===== src/rtl/output_writeback_pkg.sv =====
// Shared accelerator definitions for the output writeback path: FSM state
// encoding and the signed saturation limits used when narrowing results.
package output_writeback_pkg;

  typedef enum logic [1:0] {
    IDLE = 2'd0,
    RUN  = 2'd1,
    DONE = 2'd2
  } wb_state_e;

  function automatic longint wb_sat_hi(input int width);
    return (longint'(1) <<< (width - 1)) - longint'(1);
  endfunction

  function automatic longint wb_sat_lo(input int width);
    return -(longint'(1) <<< (width - 1));
  endfunction

endpackage


===== src/rtl/output_writeback_if.sv =====
// Result stream from the conv core plus the memory write stream, both valid/ready.
// master = environment side (core + memory), slave = the writeback block.
interface output_writeback_if #(
  parameter int ACCUMULATION_WIDTH = 32,
  parameter int IO_DATA_WIDTH      = 16,
  parameter int FEATURE_MAP_WIDTH  = 128,
  parameter int FEATURE_MAP_HEIGHT = 128,
  parameter int OUTPUT_NB_CHANNELS = 16
);
  localparam int X_W        = $clog2(FEATURE_MAP_WIDTH);
  localparam int Y_W        = $clog2(FEATURE_MAP_HEIGHT);
  localparam int CH_W       = $clog2(OUTPUT_NB_CHANNELS);
  localparam int ADDR_WIDTH = $clog2(FEATURE_MAP_WIDTH * FEATURE_MAP_HEIGHT * OUTPUT_NB_CHANNELS);

  logic                                 in_valid;
  logic                                 in_ready;
  logic signed [ACCUMULATION_WIDTH-1:0] in_data;
  logic [X_W-1:0]                       in_x;
  logic [Y_W-1:0]                       in_y;
  logic [CH_W-1:0]                      in_ch;
  logic                                 out_valid;
  logic                                 out_ready;
  logic signed [IO_DATA_WIDTH-1:0]      out_data;
  logic [ADDR_WIDTH-1:0]                out_addr;

  modport master (
    output in_valid, in_data, in_x, in_y, in_ch, out_ready,
    input  in_ready, out_valid, out_data, out_addr
  );

  modport slave (
    input  in_valid, in_data, in_x, in_y, in_ch, out_ready,
    output in_ready, out_valid, out_data, out_addr
  );
endinterface


===== src/rtl/adder.sv =====
// Plain combinational two-operand adder, shared so arithmetic can be accounted per instance.
// Zero latency; wraps modulo 2^WIDTH.
module adder #(
  parameter int WIDTH = 32
) (
  input  logic [WIDTH-1:0] a_i,
  input  logic [WIDTH-1:0] b_i,
  output logic [WIDTH-1:0] sum_o
);
  assign sum_o = a_i + b_i;
endmodule


===== src/rtl/wb_fifo.sv =====
// Registered FIFO, valid/ready on both sides; a push is visible at the output one cycle later.
// in_rdy_o reflects only "not full", so a full FIFO refuses a push even if it is popping.
module wb_fifo #(
  parameter int WIDTH = 8,
  parameter int DEPTH = 4
) (
  input  logic             clk_i,
  input  logic             arst_n_i,
  input  logic             in_vld_i,
  output logic             in_rdy_o,
  input  logic [WIDTH-1:0] in_dat_i,
  output logic             out_vld_o,
  input  logic             out_rdy_i,
  output logic [WIDTH-1:0] out_dat_o
);
  localparam int PW = $clog2(DEPTH);

  logic [PW:0]      wr_q, rd_q;
  logic [WIDTH-1:0] mem_q [DEPTH];
  logic             full, empty, push, pop;

  // The extra pointer MSB tells a full FIFO apart from an empty one.
  assign full      = (wr_q[PW] != rd_q[PW]) && (wr_q[PW-1:0] == rd_q[PW-1:0]);
  assign empty     = (wr_q == rd_q);
  assign in_rdy_o  = !full;
  assign out_vld_o = !empty;
  assign out_dat_o = mem_q[rd_q[PW-1:0]];
  assign push      = in_vld_i && in_rdy_o;
  assign pop       = out_vld_o && out_rdy_i;

  always_ff @(posedge clk_i or negedge arst_n_i) begin
    if (!arst_n_i) begin
      wr_q <= '0;
      rd_q <= '0;
      for (int i = 0; i < DEPTH; i++) mem_q[i] <= '0;
    end else begin
      if (push) begin
        mem_q[wr_q[PW-1:0]] <= in_dat_i;
        wr_q                <= wr_q + (PW+1)'(1);
      end
      if (pop) rd_q <= rd_q + (PW+1)'(1);
    end
  end
endmodule


===== src/rtl/output_writeback.sv =====
// Requantises conv results (round, shift, optional ReLU, saturate), tags them with a flat
// address and buffers them for memory writes; 1-cycle latency, in_ready drops when the FIFO is full.
module output_writeback
  import output_writeback_pkg::*;
#(
  parameter int ACCUMULATION_WIDTH = 32,
  parameter int IO_DATA_WIDTH      = 16,
  parameter int FEATURE_MAP_WIDTH  = 128,
  parameter int FEATURE_MAP_HEIGHT = 128,
  parameter int OUTPUT_NB_CHANNELS = 16,
  parameter int FIFO_DEPTH         = 4
) (
  input  logic                clk,
  input  logic                arst_n_in,
  input  logic                start,
  input  logic [23:0]         total_words,
  input  logic [4:0]          shift_amount,
  input  logic                relu_en,
  output_writeback_if.slave   bus,
  output logic                busy,
  output logic                done
);
  localparam int A          = ACCUMULATION_WIDTH;
  localparam int ADDR_WIDTH = $clog2(FEATURE_MAP_WIDTH * FEATURE_MAP_HEIGHT * OUTPUT_NB_CHANNELS);
  localparam logic signed [A:0] SAT_HI = (A+1)'(wb_sat_hi(IO_DATA_WIDTH));
  localparam logic signed [A:0] SAT_LO = (A+1)'(wb_sat_lo(IO_DATA_WIDTH));

  typedef struct packed {
    logic [ADDR_WIDTH-1:0]    addr;
    logic [IO_DATA_WIDTH-1:0] data;
  } wb_entry_t;

  wb_state_e   state_q, state_d;
  logic [23:0] total_q, acc_cnt_q, out_cnt_q;
  logic [4:0]  shift_q;
  logic        relu_q;

  logic        accept_open, fifo_in_rdy, fifo_out_vld, push, pop;
  wb_entry_t   wr_entry, rd_entry;

  logic signed [A:0]        acc_ext, bias, sum, shifted, clipped;
  logic [IO_DATA_WIDTH-1:0] q_data;
  logic [ADDR_WIDTH-1:0]    addr_w;

  assign accept_open   = (state_q == RUN) && (acc_cnt_q != total_q);
  assign bus.in_ready  = accept_open && fifo_in_rdy;
  assign push          = bus.in_valid && bus.in_ready;
  assign bus.out_valid = fifo_out_vld;
  assign pop           = fifo_out_vld && bus.out_ready;
  assign bus.out_data  = rd_entry.data;
  assign bus.out_addr  = rd_entry.addr;
  assign busy          = (state_q == RUN);
  assign done          = (state_q == DONE);

  // One guard bit above the accumulator keeps the rounding add from overflowing.
  assign acc_ext = {bus.in_data[A-1], bus.in_data};
  assign bias    = (shift_q == 5'd0) ? '0 : ((A+1)'(1) << (shift_q - 5'd1));

  adder #(.WIDTH(A+1)) u_round_add (
    .a_i   (acc_ext),
    .b_i   (bias),
    .sum_o (sum)
  );

  assign shifted = sum >>> shift_q;

  always_comb begin
    clipped = shifted;
    if (relu_q && (shifted < 0)) clipped = '0;
    if (clipped > SAT_HI)      q_data = SAT_HI[IO_DATA_WIDTH-1:0];
    else if (clipped < SAT_LO) q_data = SAT_LO[IO_DATA_WIDTH-1:0];
    else                       q_data = clipped[IO_DATA_WIDTH-1:0];
  end

  assign addr_w = (ADDR_WIDTH'(bus.in_y) * ADDR_WIDTH'(FEATURE_MAP_WIDTH) + ADDR_WIDTH'(bus.in_x))
                  * ADDR_WIDTH'(OUTPUT_NB_CHANNELS) + ADDR_WIDTH'(bus.in_ch);
  assign wr_entry = '{addr: addr_w, data: q_data};

  wb_fifo #(.WIDTH($bits(wb_entry_t)), .DEPTH(FIFO_DEPTH)) u_fifo (
    .clk_i     (clk),
    .arst_n_i  (arst_n_in),
    .in_vld_i  (bus.in_valid && accept_open),
    .in_rdy_o  (fifo_in_rdy),
    .in_dat_i  (wr_entry),
    .out_vld_o (fifo_out_vld),
    .out_rdy_i (bus.out_ready),
    .out_dat_o (rd_entry)
  );

  always_comb begin
    state_d = state_q;
    case (state_q)
      IDLE:    if (start) state_d = (total_words == 24'd0) ? DONE : RUN;
      RUN:     if (pop && (out_cnt_q + 24'd1 == total_q)) state_d = DONE;
      DONE:    state_d = IDLE;
      default: state_d = IDLE;
    endcase
  end

  always_ff @(posedge clk or negedge arst_n_in) begin
    if (!arst_n_in) begin
      state_q   <= IDLE;
      total_q   <= '0;
      shift_q   <= '0;
      relu_q    <= 1'b0;
      acc_cnt_q <= '0;
      out_cnt_q <= '0;
    end else begin
      state_q <= state_d;
      if ((state_q == IDLE) && start) begin
        total_q   <= total_words;
        shift_q   <= shift_amount;
        relu_q    <= relu_en;
        acc_cnt_q <= '0;
        out_cnt_q <= '0;
      end else begin
        if (push) acc_cnt_q <= acc_cnt_q + 24'd1;
        if (pop)  out_cnt_q <= out_cnt_q + 24'd1;
      end
    end
  end
endmodule


===== src/flat_wrapper.sv =====
// flat-port wrapper written by rule: the top's interface ports become plain ports
module output_writeback_flat import output_writeback_pkg::*;
#(
  parameter int ACCUMULATION_WIDTH = 32,
  parameter int IO_DATA_WIDTH      = 16,
  parameter int FEATURE_MAP_WIDTH  = 128,
  parameter int FEATURE_MAP_HEIGHT = 128,
  parameter int OUTPUT_NB_CHANNELS = 16,
  parameter int FIFO_DEPTH         = 4
)
  (clk, arst_n_in, start, total_words, shift_amount, relu_en, busy, done, bus_in_valid, bus_in_data, bus_in_x, bus_in_y, bus_in_ch, bus_out_ready, bus_in_ready, bus_out_valid, bus_out_data, bus_out_addr);
  output_writeback_if #(.ACCUMULATION_WIDTH(ACCUMULATION_WIDTH), .IO_DATA_WIDTH(IO_DATA_WIDTH), .FEATURE_MAP_WIDTH(FEATURE_MAP_WIDTH), .FEATURE_MAP_HEIGHT(FEATURE_MAP_HEIGHT), .OUTPUT_NB_CHANNELS(OUTPUT_NB_CHANNELS)) bus_i ();
  input  logic clk;
  input  logic arst_n_in;
  input  logic start;
  input  logic [23:0] total_words;
  input  logic [4:0] shift_amount;
  input  logic relu_en;
  output logic busy;
  output logic done;
  input wire logic [$bits(bus_i.in_valid)-1:0] bus_in_valid;
  input wire logic [$bits(bus_i.in_data)-1:0] bus_in_data;
  input wire logic [$bits(bus_i.in_x)-1:0] bus_in_x;
  input wire logic [$bits(bus_i.in_y)-1:0] bus_in_y;
  input wire logic [$bits(bus_i.in_ch)-1:0] bus_in_ch;
  input wire logic [$bits(bus_i.out_ready)-1:0] bus_out_ready;
  output wire logic [$bits(bus_i.in_ready)-1:0] bus_in_ready;
  output wire logic [$bits(bus_i.out_valid)-1:0] bus_out_valid;
  output wire logic [$bits(bus_i.out_data)-1:0] bus_out_data;
  output wire logic [$bits(bus_i.out_addr)-1:0] bus_out_addr;
  assign bus_i.in_valid = bus_in_valid;
  assign bus_i.in_data = bus_in_data;
  assign bus_i.in_x = bus_in_x;
  assign bus_i.in_y = bus_in_y;
  assign bus_i.in_ch = bus_in_ch;
  assign bus_i.out_ready = bus_out_ready;
  assign bus_in_ready = bus_i.in_ready;
  assign bus_out_valid = bus_i.out_valid;
  assign bus_out_data = bus_i.out_data;
  assign bus_out_addr = bus_i.out_addr;
  output_writeback #(.ACCUMULATION_WIDTH(ACCUMULATION_WIDTH), .IO_DATA_WIDTH(IO_DATA_WIDTH), .FEATURE_MAP_WIDTH(FEATURE_MAP_WIDTH), .FEATURE_MAP_HEIGHT(FEATURE_MAP_HEIGHT), .OUTPUT_NB_CHANNELS(OUTPUT_NB_CHANNELS), .FIFO_DEPTH(FIFO_DEPTH)) u_core (.clk(clk), .arst_n_in(arst_n_in), .start(start), .total_words(total_words), .shift_amount(shift_amount), .relu_en(relu_en), .bus(bus_i), .busy(busy), .done(done));
endmodule

===== config.mk =====
export PLATFORM = sky130hd
export DESIGN_NAME = output_writeback_flat
export DESIGN_NICKNAME = d
export VERILOG_FILES = /design/src/rtl/output_writeback_pkg.sv /design/src/rtl/output_writeback_if.sv /design/src/rtl/adder.sv /design/src/rtl/wb_fifo.sv /design/src/rtl/output_writeback.sv /design/src/flat_wrapper.sv
export SDC_FILE = /design/constraint.sdc
export NUM_CORES = 1
export LEC_CHECK = 0
export CORE_ASPECT_RATIO = 0.8
export CORE_MARGIN = 4
export CORE_UTILIZATION = 60
export CTS_CLUSTER_DIAMETER = 60
export DETAILED_ROUTE_END_ITERATION = 6
export DONT_BUFFER_PORTS = 1
export PLACE_DENSITY_LB_ADDON = 0.05
export REMOVE_ABC_BUFFERS = 1
export SYNTH_ARGS = -nofsm -noshare
export SYNTH_HDL_FRONTEND = slang
export SYNTH_HIERARCHICAL = 1
export SYNTH_SLANG_ARGS = --single-unit

===== constraint.sdc =====
create_clock -name clk -period 9.3 [get_ports clk]
set_clock_uncertainty 0.1 [all_clocks]
set_input_delay 2.325 -clock clk [delete_from_list [all_inputs] [get_ports clk]]
set_output_delay 2.325 -clock clk [all_outputs]
set_load 0.005 [all_outputs]

==> results of run 1 <==
## power breakdown
part	switching (mW)	internal, mW
sequential	0.277	1.31
clock	0.395	0.534
combinational	0.639	0.911
total	1.31	2.76
## state kept, by name, summed over array words and instances (netlist names)
register             flops
u_core/acc_cnt_q        24
u_core/out_cnt_q        24
u_core/relu_q            1
u_core/shift_q           5
u_core/state_q           2
u_core/total_q          24
u_core/u_fifo/mem_q    136
u_core/u_fifo/rd_q       3
u_core/u_fifo/wr_q       3
## cells in the final DEF, fill, tap and decap left out, types with 6 or more instances in the layout
cell         n
dfrtp_1    218
nand2_1    204
mux2_4     120
nor2_1     112
xor2_1      67
a21oi_1     61
mux4_2      60
o21ai_0     59
xnor2_1     45
nand3_1     41
ha_1        41
mux2_2      30
nand4_1     29
inv_1       27
clkbuf_16   24
nor3_1      22
mux2i_1     21
nor4_1      17
a21o_1      17
and3_1      15
buf_4       15
nand2b_1    14
a31oi_1     13
o211ai_1    12
or3_1       12
o21ai_2     12
a211oi_1    10
and4_1      10
o21a_1       9
and2_1       9
clkbuf_8     7
nor2b_1      6
or4_1        6
## per-layer routing
metal  up-vias  track usage  wire, um
met2       318        0.418     18000
li1       5438            -         -
met4         0       0.0461       599
met5         -            0         0
met1      5801        0.389     17600
met3        37       0.0410      2180
## critical path: cells and delay by family
| kind | cells | cell delay [ns] |
|---|---|---|
| adders and majority gates | 2 | 0.62 |
| AOI/OAI and AO/OA | 8 | 3.31 |
| xor gates and xnor gates | 1 | 0.16 |
| and+or+nand+nor | 3 | 0.27 |
| muxes | 2 | 0.89 |
## layout make-up
class	instances	share of cell area
tap	351	0.0264
clock inverter	10	0.00503
sequential	222	0.334
multi-input combinational	1176	0.580
clock buffer	32	0.0421
timing repair buffer	15	0.00676
inverter	29	0.00653
## final timing paths
kind / from / to / cells past startpoint
min in group asynchronous: arst_n_in / u_core/total_q[13] / 0
worst min-delay path: u_core/u_fifo/mem_q[36] / u_core/u_fifo/mem_q[36] / 1
worst max register to register: u_core/shift_q[2] / u_core/u_fifo/mem_q[0] / 21
max in group asynchronous: arst_n_in / u_core/u_fifo/mem_q[33] / 0
worst max-delay path: bus_in_data[0] / u_core/u_fifo/mem_q[0] / 16
worst min register to register: u_core/u_fifo/mem_q[36] / u_core/u_fifo/mem_q[36] / 1
## per-stage QoR
step	hold WS (ns)	power (mW)	instance area (um^2)	std cells
floorplan	0.369	2.83	15300	1427
detailed placement	0.389	3.16	15900	1793
CTS	0.406	4.11	16700	1835
global route	0.420	4.30	16700	1835
global placement	0.386	3.11	15900	1793
finish	0.401	4.07	16700	1835
## logic make-up (layout without fill, tap and decap cells)
| family | count (synthesis) | after routing | share of synthesized area |
|---|---|---|---|
| buffers and inverters | 120 | 86 | 0.0393 |
| xor gates and xnor gates | 115 | 115 | 0.0658 |
| AOI/OAI and AO/OA | 267 | 267 | 0.116 |
| adders and majority gates | 42 | 42 | 0.0337 |
| DFF | 222 | 222 | 0.351 |
| muxes | 232 | 232 | 0.235 |
| and+or+nand+nor | 519 | 519 | 0.159 |
| other | 1 | 1 | 0.000237 |
==> impl_metrics.csv, run 1 <==
group,metric,value,unit
place,dpl.hpwl,26.4,mm
outcome,outcome,"complete, no violations",
place,numPortBuffers,0,
setup_path,cpMaxStageDelayCell,"a31oi_2",
power,p_per_area,244,nW/um^2
drt,via_per_inst,6.32,
job,maxCapViolCount,0,
clock_tree,cts_buffer_depth,3,
place,finalWeightedCongestion,0.923,
cells_and_area,multiInputGateArea,9660,um^2
timing,final_max_slew_viol_count,0,
drt,ant_nets,0,
cells_and_area,drive_gt1_frac,0.210,
hold_path,hold_class,"register to register",
place,post-place-ws,1.60,ns
grt,grtUsageTotal,0.262,
die,rows,52,
yosys,yosysUniqueCellTypes,85,
cells_and_area,seqCellArea,5560,um^2
drt,route.vias.total,11594,
grt,grt_pass1_vias,11392,
yosys,syn_area,15800,um^2
yosys,ys_warn_count,6,
setup_path,critPathMaxFanout,15,
yosys,synthFlopType,"dfrtp_1",
clock_tree,clockRootBuffer,"clkbuf_16",
power,vdd_ir_drop_max,0.215,mV
yosys,async_flop_share,1.00,
cells_and_area,final_core_util,0.650,
grt,grt_pass1_wl,63.2,mm
drt,drc,0,
clock_tree,post_cts_buffers,0,
die,fp.dieH,153,um
setup_path,cpPeakStageDelay,0.82,ns
timing,hold_violations,0,
drt,firstDrtPassIters,5,
die,ios,123,
timing,rsz0062_at_grt,"false",
yosys,ys_ff_latch,222,
yosys,yosysTopAreaCell,"dfrtp_1",
timing,post-route-period-util,0.785,
yosys,synth_most_common_cell,"dfrtp_1",
yosys,synth_common_cells,"222 x dfrtp_1, 204 x nand2_1, 120 x mux2_4",
clock_tree,post_cts_resized,0,
timing,timing.fmax,0.137,GHz
clock_tree,cts_buffers,24,
clock_tree,cts_tree,"built",
setup_path,crit_type,"input port to register",
cells_and_area,final_net_count,1595,
drt,totalWireLength,38.4,mm
power,leakage,7.24,nW
yosys,yosys.area.top_type_share,0.351,
timing,slew_headroom,0.282,
setup_path,crit_arrival,7.59,ns
yosys,synth.avg_cell_area,10.4,um^2
cells_and_area,antenna_cells,0,
die,coreArea,25600,um^2
clock_tree,clk_pin_slew,0.06,ns
timing,max_slew.worst_pin.slew,1.08,ns
drt,drt_iter0_drc,744,
yosys,synth_area_leaders,"dfrtp_1 35%, mux2_4 11%, mux4_2 8.5%",
setup_path,worstPathCellList,"ha_1, fa_1, a211oi_1, o211ai_1, a2111oi_1, o31ai_1, a21oi_1, xnor2_1, mux4_2, nand2_1, nand2_1, o21ai_0, nor4_1, a31oi_2, o21ai_0, mux2_2",
die,start_util,0.617,
yosys,yosysSeqAreaShare,0.351,
grt,globalRoute.totalOverflow,0,
grt,grt_max_degree,223,
timing,fin_setup_tns,0,ns
cells_and_area,n_fill_cell,2118,
setup_path,cp_data_required_time,9.59,ns
clock_tree,clkLatencyLatePin,0.53,ns
setup_path,crit_path_end_kind,"register",
drt,wl_per_cell,20.9,um
grt,antenna_found_initial,0,
setup_path,start_kind,"input port",
die,die_area,29100,um^2
timing,period_needed,7.30,ns
clock_tree,cts_hold_buf,0,
clock_tree,clock-sinks,222,
die,die_w,190,um
setup_path,rrSetupSlack,2.21,ns
timing,setup_slack,2.00,ns
cells_and_area,syn2layout_area_growth,5.28,%
yosys,synthCells,1518,
clock_tree,cts.htree.levels,1,
timing,setup_viol,0,
yosys,synth_edf_count,0,
Power figures use the tool's default switching activity.
==> run 2: changes to the inputs <==
- clock period: 9.3 -> 6.9 ns (I/O delays scaled with it)
==> impl_metrics.csv, run 2 (synthesis results as in run 1) <==
group,metric,value,unit
drt,totalWireLength,38.8,mm
place,place_area,16000,um^2
clock_tree,clock-sinks,222,
timing,final_max_slew_viol_count,0,
power,leakage,7.32,nW
die,fp.dieH,153,um
cells_and_area,antenna_cells,0,
hold_path,holdCritStartpoint,"u_core/u_fifo/mem_q[33]",
clock_tree,clkLatencyLatePin,0.53,ns
outcome,outcome,"complete, no violations",
grt,antenna_found_initial,0,
grt,grt_pass1_vias,11581,
clock_tree,post_cts_resized,0,
job,maxCapViolCount,0,
die,ios,123,
setup_path,r2r-start,"u_core/shift_q[2]",
clock_tree,cts_tree,"built",
clock_tree,clockRootBuffer,"clkbuf_16",
setup_path,crit_path_start,"u_core/shift_q[2]",
power,total_power,5.57,mW
drt,wl_per_cell,21.0,um
place,dp_cells,1803,
drt,route.vias.total,11737,
cells_and_area,regMostFlops,"u_core/u_fifo/mem_q",
timing,fin_setup_tns,0,ns
place,numPortBuffers,0,
timing,slew_headroom,0.301,
power,p_per_area,332,nW/um^2
setup_path,rr_worst_depth,23,
drt,via_per_inst,6.35,
power,intPower,3.80,mW
setup_path,start_kind,"register",
timing,post-route-period-util,0.925,
timing,setup_viol,0,
power,p_seq_frac,0.384,
power,power_frac_comb,0.378,
clock_tree,cts_buffers,24,
grt,grtUsageTotal,0.265,
setup_path,critPathCapture,"u_core/u_fifo/mem_q[11]",
die,die_area,29100,um^2
drt,drt_iter0_drc,948,
cells_and_area,design_area,16800,um^2
power,vdd_ir_drop_max,0.325,mV
clock_tree,cts_buffer_depth,3,
cells_and_area,largest_reg_flops,136,
setup_path,crit_path_end_kind,"register",
timing,hold_violations,0,
setup_path,critPathMaxFanout,14,
grt,grt_pass1_wl,63.8,mm
cells_and_area,final_cell_mix,"218 x dfrtp_1, 204 x nand2_1, 120 x mux2_4, 112 x nor2_1, 67 x xor2_1",
cells_and_area,syn2layout_area_growth,6.06,%
die,die_w,190,um
power,p_sw_frac,0.318,
setup_path,crit_arrival,6.67,ns
setup_path,r2r-end,"u_core/u_fifo/mem_q[11]",
drt,drc,0,
clock_tree,cts_hold_buf,0,
setup_path,cp_data_required_time,7.19,ns
timing,period_needed,6.38,ns
cells_and_area,final_net_count,1605,
power,p_clk_frac,0.239,
drt,ant_nets,0,
cells_and_area,final_core_util,0.655,
setup_path,rrSetupSlack,0.52,ns
grt,grt_max_degree,223,
die,rows,52,
clock_tree,clk_pin_slew,0.06,ns
grt,globalRoute.totalOverflow,0,
hold_path,hold_class,"register to register",
cells_and_area,final_common_cell,"dfrtp_1",
timing,rsz0062_at_grt,"false",
cells_and_area,drive_gt1_frac,0.215,
place,finalWeightedCongestion,0.935,
clock_tree,cts.htree.levels,1,
timing,max_slew.worst_pin.slew,1.04,ns
drt,firstDrtPassIters,5,
power,p_sw,1.77,mW
timing,timing.fmax,0.157,GHz
clock_tree,post_cts_buffers,0,
die,coreArea,25600,um^2
place,dpl.hpwl,27.1,mm
die,start_util,0.617,
setup_path,crit_type,"register to register",
cells_and_area,instances_no_fill,1847,
[run 2: worst min path at each step]
stage                     cells past startpoint                  endpoint
after detailed placement                      1   u_core/u_fifo/mem_q[52]
after global routing                          1    u_core/u_fifo/mem_q[8]
after floorplan                               2             u_core/relu_q
after CTS                                     1  u_core/u_fifo/mem_q[112]
after global placement                        1   u_core/u_fifo/mem_q[67]
final                                         1   u_core/u_fifo/mem_q[33]
[run 2: power groups by stage]
| stage | Clock (mW) | Combinational, mW | Sequential [mW] |
|---|---|---|---|
| after floorplan | 0 | 1.74 | 2.07 |
| after global placement | 0 | 2.07 | 2.13 |
| after detailed placement | 0 | 2.12 | 2.14 |
| after CTS | 1.36 | 2.13 | 2.13 |
| after global routing | 1.42 | 2.27 | 2.20 |
| final | 1.33 | 2.10 | 2.14 |
[run 2: final cells by class]
cell class              instances  area (um^2)
repair buffers                 25          188
multi-input cells            1176         9660
well taps                     351          439
flip-flops and latches        222         5560
clock buffers                  33          704
inverters                      29          109
clock inverters                11          129
fillers                      2087         8850
[run 2: critical path, cell delays in order (launching register included)]
cell	delay (ns)
dfrtp_1	0.36
buf_4	0.22
clkinv_1	0.11
ha_1	0.29
buf_4	0.19
nand2_1	0.13
nor2_1	0.07
ha_1	0.21
fa_1	0.42
a211oi_1	0.35
o211ai_1	0.17
a2111oi_1	0.54
o31ai_1	0.22
a211o_1	0.33
o211a_1	0.19
mux4_2	0.50
mux2i_2	0.27
nand2_1	0.08
o21ai_0	0.20
nand4_1	0.21
o31ai_4	0.44
buf_4	0.27
o21ai_2	0.10
mux2_4	0.27
[run 2: through the flow]
stage / setup WS (ns) / hold WS, ns
floorplan: -0.577 / 0.369
global placement: 0.316 / 0.384
detailed placement: 0.167 / 0.388
CTS: 0.504 / 0.408
global route: 0.0706 / 0.412
finish: 0.519 / 0.405
[run 2: routing by layer]
metal  global-route usage  vias up  share of wire
met3               0.0445       54          0.065
li1                     -     5452              -
met2                0.410      400           0.45
met5                    0        -              0
met4               0.0558        0          0.019
met1                0.398     5831           0.46
